<file path="config.mk">
export PLATFORM = sky130hd
export DESIGN_NAME = memreg_loader
export DESIGN_NICKNAME = d
export VERILOG_FILES = /design/src/rtl/memreg_loader.sv
export SDC_FILE = /design/constraint.sdc
export NUM_CORES = 1
export LEC_CHECK = 0
export ABC_AREA = 1
export ABC_CLOCK_PERIOD_IN_PS = 1800
export CORE_ASPECT_RATIO = 1.5
export CORE_UTILIZATION = 40
export DETAILED_ROUTE_END_ITERATION = 8
export HOLD_SLACK_MARGIN = 0.1
export PLACE_DENSITY = 0.65
export RECOVER_POWER = 25
export REMOVE_ABC_BUFFERS = 1
export SLEW_MARGIN = 25
export SYNTH_ARGS = -nofsm -noshare
export SYNTH_HDL_FRONTEND = slang
export SYNTH_SLANG_ARGS = --single-unit
</file>
<file path="constraint.sdc">
create_clock -name clk -period 1.8 [get_ports clk]
set_clock_uncertainty 0.1 [all_clocks]
set_input_delay 0.27 -clock clk [delete_from_list [all_inputs] [get_ports clk]]
set_output_delay 0.27 -clock clk [all_outputs]
set_load 0.01 [all_outputs]
</file>
<file path="src/rtl/memreg_loader.sv">
// memreg_loader: loads the memory-type registers from non-volatile memory.
// Reads NUM_REGS words plus a checksum word, writes each word to its register.
//
// Ports:
//   clk, rst_n      clock, asynchronous active-low reset
//   i_reload        restart request, honoured only while idle or done
//   o_mem_rd_req    memory read request (level), o_mem_addr stable while high
//   i_mem_rd_ack    read acknowledge, i_mem_rd_data valid in the same cycle
//   o_mem_data      word driven to the registers' memory-data inputs
//   o_mem_wr_en     one-hot write pulse, bit n selects register n
//   o_busy          load in progress
//   o_done          load finished (sticky)
//   o_err_chk       checksum mismatch (sticky)
//   o_err_tmo       read acknowledge timeout (sticky)
module memreg_loader #(
    parameter int                 NUM_REGS  = 8,
    parameter int                 DATA_W    = 8,
    parameter int                 ADDR_W    = 4,
    parameter int                 BASE_ADDR = 0,
    parameter int                 TIMEOUT   = 255,
    parameter logic [DATA_W-1:0]  CHK_SEED  = 8'hA5
) (
    input  logic                clk,
    input  logic                rst_n,
    input  logic                i_reload,
    output logic                o_mem_rd_req,
    output logic [ADDR_W-1:0]   o_mem_addr,
    input  logic                i_mem_rd_ack,
    input  logic [DATA_W-1:0]   i_mem_rd_data,
    output logic [DATA_W-1:0]   o_mem_data,
    output logic [NUM_REGS-1:0] o_mem_wr_en,
    output logic                o_busy,
    output logic                o_done,
    output logic                o_err_chk,
    output logic                o_err_tmo
);

    localparam int IDX_W = $clog2(NUM_REGS + 1);
    localparam logic [IDX_W-1:0] LAST_IDX = IDX_W'(NUM_REGS);
    localparam logic [15:0] TMO_LAST = 16'(TIMEOUT - 1);

    typedef enum logic [2:0] {
        IDLE,
        REQ,
        WRITE,
        CHECK,
        DONE
    } state_t;

    state_t            state;
    logic [IDX_W-1:0]  idx;
    logic [DATA_W-1:0] acc;
    logic [15:0]       timer;
    logic              start;

    // IDLE always launches the auto-load; DONE relaunches on request.
    assign start = (state == IDLE) || ((state == DONE) && i_reload);

    always_ff @(posedge clk or negedge rst_n) begin
        if (!rst_n) begin
            state        <= IDLE;
            idx          <= '0;
            acc          <= CHK_SEED;
            timer        <= '0;
            o_mem_rd_req <= 1'b0;
            o_mem_addr   <= '0;
            o_mem_data   <= '0;
            o_mem_wr_en  <= '0;
            o_busy       <= 1'b0;
            o_done       <= 1'b0;
            o_err_chk    <= 1'b0;
            o_err_tmo    <= 1'b0;
        end else if (start) begin
            state        <= REQ;
            idx          <= '0;
            acc          <= CHK_SEED;
            timer        <= '0;
            o_mem_rd_req <= 1'b1;
            o_mem_addr   <= ADDR_W'(BASE_ADDR);
            o_busy       <= 1'b1;
            o_done       <= 1'b0;
            o_err_chk    <= 1'b0;
            o_err_tmo    <= 1'b0;
        end else begin
            case (state)
                REQ: begin
                    if (i_mem_rd_ack) begin
                        o_mem_data   <= i_mem_rd_data;
                        timer        <= '0;
                        o_mem_rd_req <= 1'b0;
                        if (idx == LAST_IDX) begin
                            state <= CHECK;
                        end else begin
                            state       <= WRITE;
                            o_mem_wr_en <= NUM_REGS'(1) << idx;
                        end
                    end else if (timer == TMO_LAST) begin
                        // Abandon the load; remaining registers keep their presets.
                        timer        <= '0;
                        o_mem_rd_req <= 1'b0;
                        o_err_tmo    <= 1'b1;
                        o_busy       <= 1'b0;
                        o_done       <= 1'b1;
                        state        <= DONE;
                    end else begin
                        timer <= timer + 16'd1;
                    end
                end
                WRITE: begin
                    o_mem_wr_en  <= '0;
                    acc          <= acc ^ o_mem_data;
                    idx          <= idx + IDX_W'(1);
                    o_mem_addr   <= o_mem_addr + ADDR_W'(1);
                    o_mem_rd_req <= 1'b1;
                    state        <= REQ;
                end
                CHECK: begin
                    // o_mem_data holds the checksum word captured in REQ.
                    o_err_chk <= (acc != o_mem_data);
                    o_busy    <= 1'b0;
                    o_done    <= 1'b1;
                    state     <= DONE;
                end
                default: begin
                end
            endcase
        end
    end

endmodule

</file>
; Word-level counts from Yosys, hierarchy flattened
; Index checks and enable logic that the tools add are counted.
[word_totals]
inputBits = 12
output_inout_bits = 25
regBits = 56
[classes]
addsub = 3
n_mux = 33
bitwise_logic = 2
shifts = 1
eq_ne = 13
reduce_logical = 17
[op_table]
columns = op, count
row1 = two-way mux 16 bit, 4
row2 = two-way mux 8 bit, 4
row3 = "adder 16 x 1 -> 16 bit, second input constant", 1
row4 = "== test 16 x 8 -> 1 bit, second input constant", 1
row5 = two-way mux 4 bit, 4
row6 = case mux 8 bit (2 select lines), 1
row7 = two-way mux 1 bit, 13
row8 = nonzero test 2 bit, 5
row9 = two-way mux 3 bit, 3
row10 = case mux 3 bit (3 select lines), 1
row11 = AND reduction 3 bit, 3
row12 = "adder 4 x 1 -> 4 bit, second input constant", 2
row13 = != test 8 bit, 1
row14 = "left shift 1 x 4 -> 8 bit, first input constant", 1
row15 = XOR 8 bit, 1
row16 = "== test 3 x 2 -> 1 bit, second input constant", 2
row17 = "!= test 3 bit, second input constant", 2
row18 = case mux 1 bit (2 select lines), 3
row19 = nonzero test 3 bit, 2
row20 = "== test 4 bit, second input constant", 1
row21 = "!= test 2 bit, second input constant", 2
row22 = "!= test 4 bit, second input constant", 1
row23 = AND reduction 2 bit, 2
row24 = AND reduction 4 bit, 1
row25 = other kinds (8), 8

; Logic depth before layout (Yosys ltp)
[depth]
word_depth = 5
ltp_mapped = 10
depth_no_buf = 10

; Worst setup path before layout
; No wires, ideal clock.
[synth_path]
path_kind = reg2reg
startpoint = reg idx[0]
endpoint = reg o_mem_wr_en[5]
synth_period_minus_slack_ns = 1.534
t_arrival_ns = 1.316
stages_incl_launch_ff = 10
setup_time_ns = 0.118
t_required_ns = 1.582
slack_ns = 0.266
cell_sequence = dfrtp_1 > inv_1 > ha_1 > nand2_1 > inv_1 > a21oi_1 > o21ai_4 > buf_6 > nand2_1 > o21ai_2
[synth_between]
elab_chain_len = 4
word_cells_on_any_way = 7
classes_between = eq/ne (2) / shift (1) / mux (3) / reduce/logical (1)
[synth_rtl]
columns = item, line_no
row1 = start: declaration, 51  ; logic [IDX_W-1:0] idx;
row2 = start signal: assignment, 112  ; idx <= idx + IDX_W'(1);
row3 = left shift 1 x 4 -> 8 bit, 95  ; o_mem_wr_en <= NUM_REGS'(1) << idx;
row4 = two-way mux 8 bit, 91  ; if (idx == LAST_IDX) begin
row5 = two-way mux 8 bit, 87  ; if (i_mem_rd_ack) begin
row6 = case mux 8 bit (2 select lines), 85  ; case (state)
row7 = end signal: assignment, 95
row8 = end: declaration, 31  ; output logic [NUM_REGS-1:0] o_mem_wr_en,
; Parallel ways exist; a longest one is shown, timed or not. The select of a mux whose other input is x is not followed.
; A chain may end at the register's enable or synchronous reset.

; Final worst setup path
[layout_path]
startpoint = reg o_mem_addr[0]
endpoint = out o_mem_addr[0]
[layout_rtl]
columns = item, line_no
row1 = start: declaration, 27  ; output logic [ADDR_W-1:0] o_mem_addr,
row2 = start signal: assignment, 79  ; o_mem_addr <= ADDR_W'(BASE_ADDR);
row3 = start signal: assignment, 113  ; o_mem_addr <= o_mem_addr + ADDR_W'(1);
; No word-level cell between the ends.

==> summary.md <==
| Metric | Value |
|---|---|
| Worst endpoint required time | 1.43 ns |
| Synth Register Bits | 56 |
| Worst-path clk slew | 0.09 ns |
| Post-synthesis instance area | 2949 µm² |
| Clock latency on the worst-skew pair | 0.32 ns |
| Setup CP Type | flip-flop to primary output |
| Final setup viols | 0 |
| Worst path bufs/invs | 1 |
| HPWL Detailed | 4.548 mm |
| Worst hold path depth | 2 |
| DR vias/cell | 4.661 |
| M1 wire length | 2.515 mm |
| Reg2Reg Depth | 10 |
| Diodes inserted | 0 |
| CTS root buffer | clkbuf_8 |
| VDD IR max | 0.9458 mV |
| Total wire length | 5.945 mm |
| Core area | 7179 µm² |
| Crit end category | primary output |
| Gr usage total | 0.1735 |
| Max incr delay on CP | 0.56 ns |
| Share of cells above drive strength 1 | 0.1498 |
| DRT antenna net count | 0 |
| Post-Syn Instances | 353 |
| CTS tree | built |
| Clock period minus final worst setup slack | 1.658 ns |
| Total power | 4988 µW |
| Placement Cell Area | 3541 µm² |
| CP startpoint kind | flip-flop |
| Initial antenna violation count | 0 |
| Worst-margin pin slew | 0.6810 ns |
| Fin nets | 434 |
| Drt pass-1 iters | 6 |
| CTS buffer count | 5 |
| Relative slew slack | 0.5460 |
| Vias in the first global route | 2,330 |
| Die outline width | 72.11 µm |
| WL met3 | 215 µm |
| Final Slew Violations | 0 |
| Hold crit path type | flip-flop to flip-flop |
| Slowest-stage cell, CP | clkdlybuf4s50_1 |
| Register area share after synthesis | 0.4769 |
| # DRC | 0 |
| Largest net degree at the start of global routing | 27 |
| P&R area growth vs syn | 25.80% |
| Pre-CTS WS | 0.01745 ns |
| Setup TNS | 0 ns |
| Worst Path Max Fanout | 5 |
| Final Cell Area | 3710 µm² |
| Power Dens Cells | 1345 nW/µm² |
| CTS max path bufs | 2 |
| Synth unique cells | 35 |
| CTS sink cnt | 56 |
| H-Tree Depth | 2 |
| Total number of vias | 2,396 |
| Num rows | 38 |
| Total grt overflow | 0 |
| Met2 wire length | 3.114 mm |
| Data arrival, critical path | 1.29 ns |
| Peak Freq | 0.6030 GHz |
| Crit path depth | 1 |
| Synthesis warning total | 0 |
| DRT iter0 DRCs | 64 |
| I/O Buffers | 36 |
| Worst Setup Slack, final | 0.1415 ns |
| Die ar. | 7727 µm² |
| CP Cell Sequence | clkdlybuf4s50_1 |
| Final hold violation count | 0 |
| Util after Layout | 0.5167 |
| Syn_area_per_cell | 8.354 µm² |
| Final period util | 0.9214 |
| Top layer used by detailed routing | met4 |
| First-pass GRT wire length | 10.41 mm |
| CP top delay family | buffers and inverters |
| Max_cap viols | 0 |
| Initial Utilization | 0.4108 |
| Routed wire length per instance | 11.57 µm |
| Die Ht | 107.2 µm |
| Status | completed |
| Leakage | 0.001825 µW |
| Final Wtd Congestion | 0.8383 |
| IO Count | 37 |
-- through the flow --
step | hold WS, ns | instances
2_1_floorplan | -0.1256 | 346
3_3_place_gp | 0.06665 | 501
3_5_place_dp | 0.06819 | 501
4_1_cts | 0.2546 | 510
5_1_grt | 0.3827 | 514
6_report | 0.3826 | 514
-- timing repair --
action	4_1_cts	5_1_grt
endpoints found under the setup margin	0	15
hold endpoints to repair	53	0
hold buffers	1	0
resized for setup	0	4
setup buffers	0	4
-- power breakdown --
| part | internal (µW) | switching (µW) | total [µW] |
|---|---|---|---|
| clock network | 414 | 407 | 821 |
| logic | 1070 | 1290 | 2360 |
| registers | 1560 | 252 | 1810 |
| total | 3040 | 1950 | 4990 |
-- worst paths after layout --
| path | slack (ns) | from | to |
|---|---|---|---|
| setup / recovery | 0.14 | o_mem_addr[0] | o_mem_addr[0] |
| hold / removal | 0.38 | o_done | o_done |
| setup reg to reg | 0.17 | timer[0] | timer[14] |
| hold reg to reg | 0.38 | o_done | o_done |
| max in group asynchronous | 0.50 | rst_n | acc[0] |
| min in group asynchronous | 0.39 | rst_n | o_mem_wr_en[3] |
-- worst register-to-register path: cells and delay by family, from the launching register on --
| family | cells | cell delay (ns) |
|---|---|---|
| DFF | 1 | 0.46 |
| buffers and inverters | 3 | 0.29 |
| and+or+nand+nor | 6 | 0.56 |
| adders and majority gates | 1 | 0.15 |
-- cell type report --
cell class	count	area [µm²]
Sequential cell	56	1408
Tap cell	100	125.1
Inverter	43	163.9
Multi-Input combinational cell	247	1331
Fill cell	670	3470
Clock buffer	6	72.57
Clock inverter	2	35.03
Timing Repair Buffer	60	574.3
-- placed cells by master, fill, tap and decap left out, types with 3 or more instances in the layout --
cell,Yosys,layout
nor2_1,36,35
nand4_1,9,9
o21bai_1,3,3
buf_12,0,3
o21ai_0,10,10
clkbuf_8,0,5
inv_2,3,3
o21ai_1,8,8
dfstp_2,4,4
nand2_2,3,4
ha_1,9,9
xor2_1,9,9
o21ai_2,9,9
nand2_1,100,99
inv_1,39,39
buf_4,1,20
xnor2_1,4,4
a21oi_1,6,5
clkdlybuf4s50_1,0,35
nand3_1,23,23
dfrtp_1,52,51
-- sequential cells by signal, summed over array words and instances (netlist names) --
signal        flops
timer            16
acc               8
o_mem_data        8
o_mem_wr_en       8
idx               4
o_mem_addr        4
state             3
o_busy            1
o_done            1
o_err_chk         1
o_err_tmo         1
o_mem_rd_req      1
-- cells in the mapped netlist (all sizes together) --
master    n  share of area
dfrtp    52           0.44
ha        9          0.038
buf       7          0.019
and3      1         0.0021
a21oi     6          0.010
a22o      2         0.0059
and2      2         0.0042
nor2     38          0.052
o21bai    3         0.0076
nand3b    1         0.0068
o21ai    28          0.063
inv      43          0.056
nand2   105           0.14
o22ai     1         0.0021
nor3      2         0.0034
xor2      9          0.027
xnor2     4          0.012
dfstp     4          0.036
o211ai    1         0.0025
nand4    10          0.023
nand3    24          0.045
o21a      1         0.0025
-- kinds of logic (layout without fill, tap and decap cells) --
logic type / Yosys count / count (layout) / share of synthesized area
xor gates and xnor gates: 13 / 13 / 0.03861
and+or+nand+nor: 183 / 183 / 0.2779
DFF: 56 / 56 / 0.4769
buffers and inverters: 50 / 111 / 0.07467
adders and majority gates: 9 / 9 / 0.03818
AOI/OAI and AO/OA: 42 / 42 / 0.09377
-- metal layers --
metal  vias to the layer above  global-route usage
met4                         0             0.06303
met2                        41              0.3064
met1                      1100              0.1996
met5                         -                   0
li1                       1243                   -
met3                        12             0.04229
No activity file was read; power rests on OpenSTA's default activity.
==> variant 1 (same flow settings) <==
One comparison of `idx` changes from == to >=.
--- a/src/rtl/memreg_loader.sv
+++ b/src/rtl/memreg_loader.sv
@@ -89,5 +89,5 @@
                         timer        <= '0;
                         o_mem_rd_req <= 1'b0;
-                        if (idx == LAST_IDX) begin
+                        if (idx >= LAST_IDX) begin
                             state <= CHECK;
                         end else begin
Behaviour: no difference found for any inputs over 10 cycles, from zero or initial values and one cycle with rst_n low; that may be too few to reach the edited logic, so the function may still have changed.
==> variant 1 against the original RTL <==
  * The run now ends with DRC left
  * Routed wire length fell by 3.6%
  * Combinational power decreased by 12%
  * Final area fell by 4.5%
  * Count of clock-buffer cells in the layout fell by 1
  * Sequential share of layout area up 1.7 points
  * Area after synthesis fell by 2.5%
  * Maximum frequency fell by 0.12%
  * Total power is 0.22% lower
  * Setup slack got worse by 2.0 ps
  * Sequential cell count unchanged
  * Critical path type unchanged
  * Largest power group unchanged
==> variant 1: results (changes against the original RTL) <==
metric;value;unit;change
outcome;complete, but fails checks;;was completed
layout cell share with drive strength beyond 1;10.9;%;was 15.0%
Max FO, Critical Path;4;;was 5
Leak;1.74;nW;was 1.82 nW
HPWL after detailed placement;4.23;mm;was 4.55 mm
Post-Synth XOR/XNOR Area;3.96;%;was 3.86%
Adder-Cell Fraction of Synth Area;3.92;%;was 3.82%
largest net degree at the start of global routing;57;;was 27
Finished Layout Cells;473;;was 514
worst vdd ir;781;uV;was 946 uV
GRT Total Usage;16.4;%;was 17.4%
Reg2Reg Depth;9;;was 10
failing checks;DRC;;
Final nets;415;;was 434
gp weighted congestion;0.824;;was 0.838
number of distinct library cells after synthesis;29;;was 35
Commonest cells post-synth;nand2_1, dfrtp_1, nor2_1;;was nand2_1, dfrtp_1, inv_1
DP Cell Count;464;;was 501
first-pass GRT wire length;9.94;mm;was 10.4 mm
crit path from;o_mem_addr[1]$_DFFE_PN0P_;;was o_mem_addr[0]$_DFFE_PN0P_
pre-CTS setup slack;59.5;ps;was 17.4 ps
via count;2316;;was 2396
Synth Area in Compound Gates;8.57;%;was 9.38%
DRC violations left;1;;was 0
r2r setup slk;190;ps;was 170 ps
period utilization;92.2;%;was 92.1%
Worst slew margin;49.2;%;was 54.6%
Mapped Cells;347;;was 353
Seq/Total Area, Yosys;48.9;%;was 47.7%
die extent in x;71.2;um;was 72.1 um
Fillers;638;;was 670
## variant 1: changes by cell type in the layout (fill, tap and decap cells not counted), sizes merged, moves of 2 or more
cell,change
inv,-4
nand3,+6
a21oi,-2
bufinv,+2
buf,-13
nand2,-3
## variant 1: metrics by stage
step	area, um^2	util [%]	hold slack, ps
after floorplan	2820	-	-126
after detailed placement	3390	49.1	197
after global routing	3540	51.4	389
after CTS	3560	51.6	379
final	3540	51.4	388
after global placement	3390	49.1	197
## variant 1: per-layer routing
| layer | track usage [%] | part of all wire [%] |
|---|---|---|
| met5 | 0 | 0 |
| met4 | 5.43 | 1.7 |
| met3 | 2.49 | 2.2 |
| met2 | 30.5 | 52 |
| met1 | 18.7 | 44 |
## variant 1: final cells by class
cell class	count	share of cell area, %
clock inverter	3	2.54
sequential	56	39.7
inverter	39	4.13
clock buffer	5	1.94
tap	78	2.75
multi-input combinational	245	35.8
timing repair buffer	47	13.1
## variant 1: final timing paths
| path | endpoint |
|---|---|
| min in group asynchronous | o_mem_wr_en[5]$_DFFE_PN0P_ |
| max reg2reg | timer[2]$_DFFE_PN0P_ |
| min | o_done$_DFFE_PN0P_ |
| max in group asynchronous | o_mem_data[1]$_DFFE_PN0P_ |
| max | o_mem_addr[1] |
| min reg2reg | o_done$_DFFE_PN0P_ |
## variant 1: what timing repair did
action / 4_1_cts / 5_1_grt
buffers inserted: 0 / 0
hold endpoints to repair: 52 / 0
gates resized for setup: 0 / 0
hold buffers: 1 / 0
## variant 1: power by group
group | leakage [nW] | total (W) | internal [W] | switching [W]
clock | 0.0784 | 0.00111 | 0.000695 | 0.000419
sequential | 0.742 | 0.00178 | 0.00155 | 0.000235
combinational | 0.921 | 0.00208 | 0.000892 | 0.00119
==> variant 2 (same flow settings) <==
Made on the original files. `DATA_W`: 8 -> 9.
--- a/src/rtl/memreg_loader.sv
+++ b/src/rtl/memreg_loader.sv
@@ -15,5 +15,5 @@
 module memreg_loader #(
     parameter int                 NUM_REGS  = 8,
-    parameter int                 DATA_W    = 8,
+    parameter int                 DATA_W    = 9,
     parameter int                 ADDR_W    = 4,
     parameter int                 BASE_ADDR = 0,
Interface: changed (resized i_mem_rd_data and o_mem_data); port bits go from 37 to 39. The function was not compared with the original's and may differ.
==> variant 2 against the original RTL <==
  * Setup slack worse by 39 ps
  * Sequential cell count up 2
  * Non-clock buffer count down 3
  * Total power up 11%
  * Routed wire length up 6.3%
  * Area after synthesis up 0.25%
  * Final area up 3.0%
  * Maximum frequency down 2.3%
  * Register-to-register slack worse by 70 ps
  * Largest cell class unchanged
==> variant 2: results (changes against the original RTL) <==
metric;value;unit;change
1st-iter DRT viols;104;;was 64
outcome;completed;;unchanged
placed inst area;3610;um^2;was 3540 um^2
Synthesis Warnings;0;;unchanged
Hold WS;374;ps;was 383 ps
r2r setup slk;100;ps;was 170 ps
Commonest cells post-synth;nand2_1, dfrtp_1, nor2_1;;was nand2_1, dfrtp_1, inv_1
DP Cell Count;485;;was 501
Peak Freq;589;MHz;was 603 MHz
HPWL after detailed placement;4.73;mm;was 4.55 mm
number of distinct library cells after synthesis;34;;was 35
Setup CP Type;flop to flop;;was flop to primary output
GRT Total Usage;18.6;%;was 17.4%
DR WL/cell;12.6;um;was 11.6 um
Avg Inst Size Synth;8.83;um^2;was 8.35 um^2
Seq/Total Area, Yosys;49.3;%;was 47.7%
Worst slew margin;22.9;%;was 54.6%
Worst Setup EP;o_mem_wr_en[4]$_DFFE_PN0P_;;was o_mem_addr[0]
vias in the first global route;2440;;was 2330
RR Startpoint;state[0]$_DFFE_PN0P_;;was timer[0]$_DFFE_PN0P_
Fillers;668;;was 670
largest net degree at the start of global routing;25;;was 27
mean number of vias per cell;4.83;;was 4.66
first-pass GRT wire length;10.9;mm;was 10.4 mm
layout cell share with drive strength beyond 1;17.2;%;was 15.0%
post-layout util;53.2;%;was 51.7%
Synth Area in Compound Gates;7.36;%;was 9.38%
Finished Layout Cells;502;;was 514
met2 WL;3.37;mm;was 3.11 mm
CTS buffer count;9;;was 5
routed wl met3;263;um;was 215 um
Clock transition at path regs;60;ps;was 90 ps
H-tree depth;3;;was 2
worst vdd ir;763;uV;was 946 uV
cell family with most CP delay;simple AND/OR/NAND/NOR gates;;was buffers and inverters
Worst EP arrival;1830;ps;was 1290 ps
mux cell area share after synthesis;3.43;%;was 0%
PortBufs;38;;was 36
CP max stage delay;420;ps;was 560 ps
gp weighted congestion;0.825;;was 0.838
pre-CTS setup slack;-154;ps;was 17.4 ps
Final nets;419;;was 434
Slowest cell on crit path;dfrtp_1;;was clkdlybuf4s50_1
Post-Synth XOR/XNOR Area;4.44;%;was 3.86%
-- variant 2: power breakdown --
part	leakage [nW]	internal, W	switching, W
sequential	0.761	0.00166	0.000264
clock	0.101	0.000714	0.000499
combinational	0.937	0.00117	0.00123
total	1.80	0.00354	0.00199
-- variant 2: layer usage --
metal | vias up | GRT usage, %
li1 | 1204 | -
met1 | 1158 | 19.9
met2 | 51 | 31.9
met3 | 14 | 6.09
met4 | 0 | 9.66
met5 | - | 0
-- variant 2: worst reg2reg max path: cells and delay by family, from the launching register on --
family	cells	cell delay, ps
buffers and inverters	3	450
and+or+nand+nor	4	530
AOI/OAI and AO/OA	2	90
DFF	1	420
-- variant 2: final cells by class --
| cell class | count | area share [%] |
|---|---|---|
| Sequential cell | 58 | 38.1 |
| Multi-Input combinational cell | 238 | 34.9 |
| Timing Repair Buffer | 57 | 15.2 |
| Clock buffer | 14 | 4.26 |
| Inverter | 33 | 3.31 |
| Tap cell | 100 | 3.28 |
| Clock inverter | 2 | 0.917 |
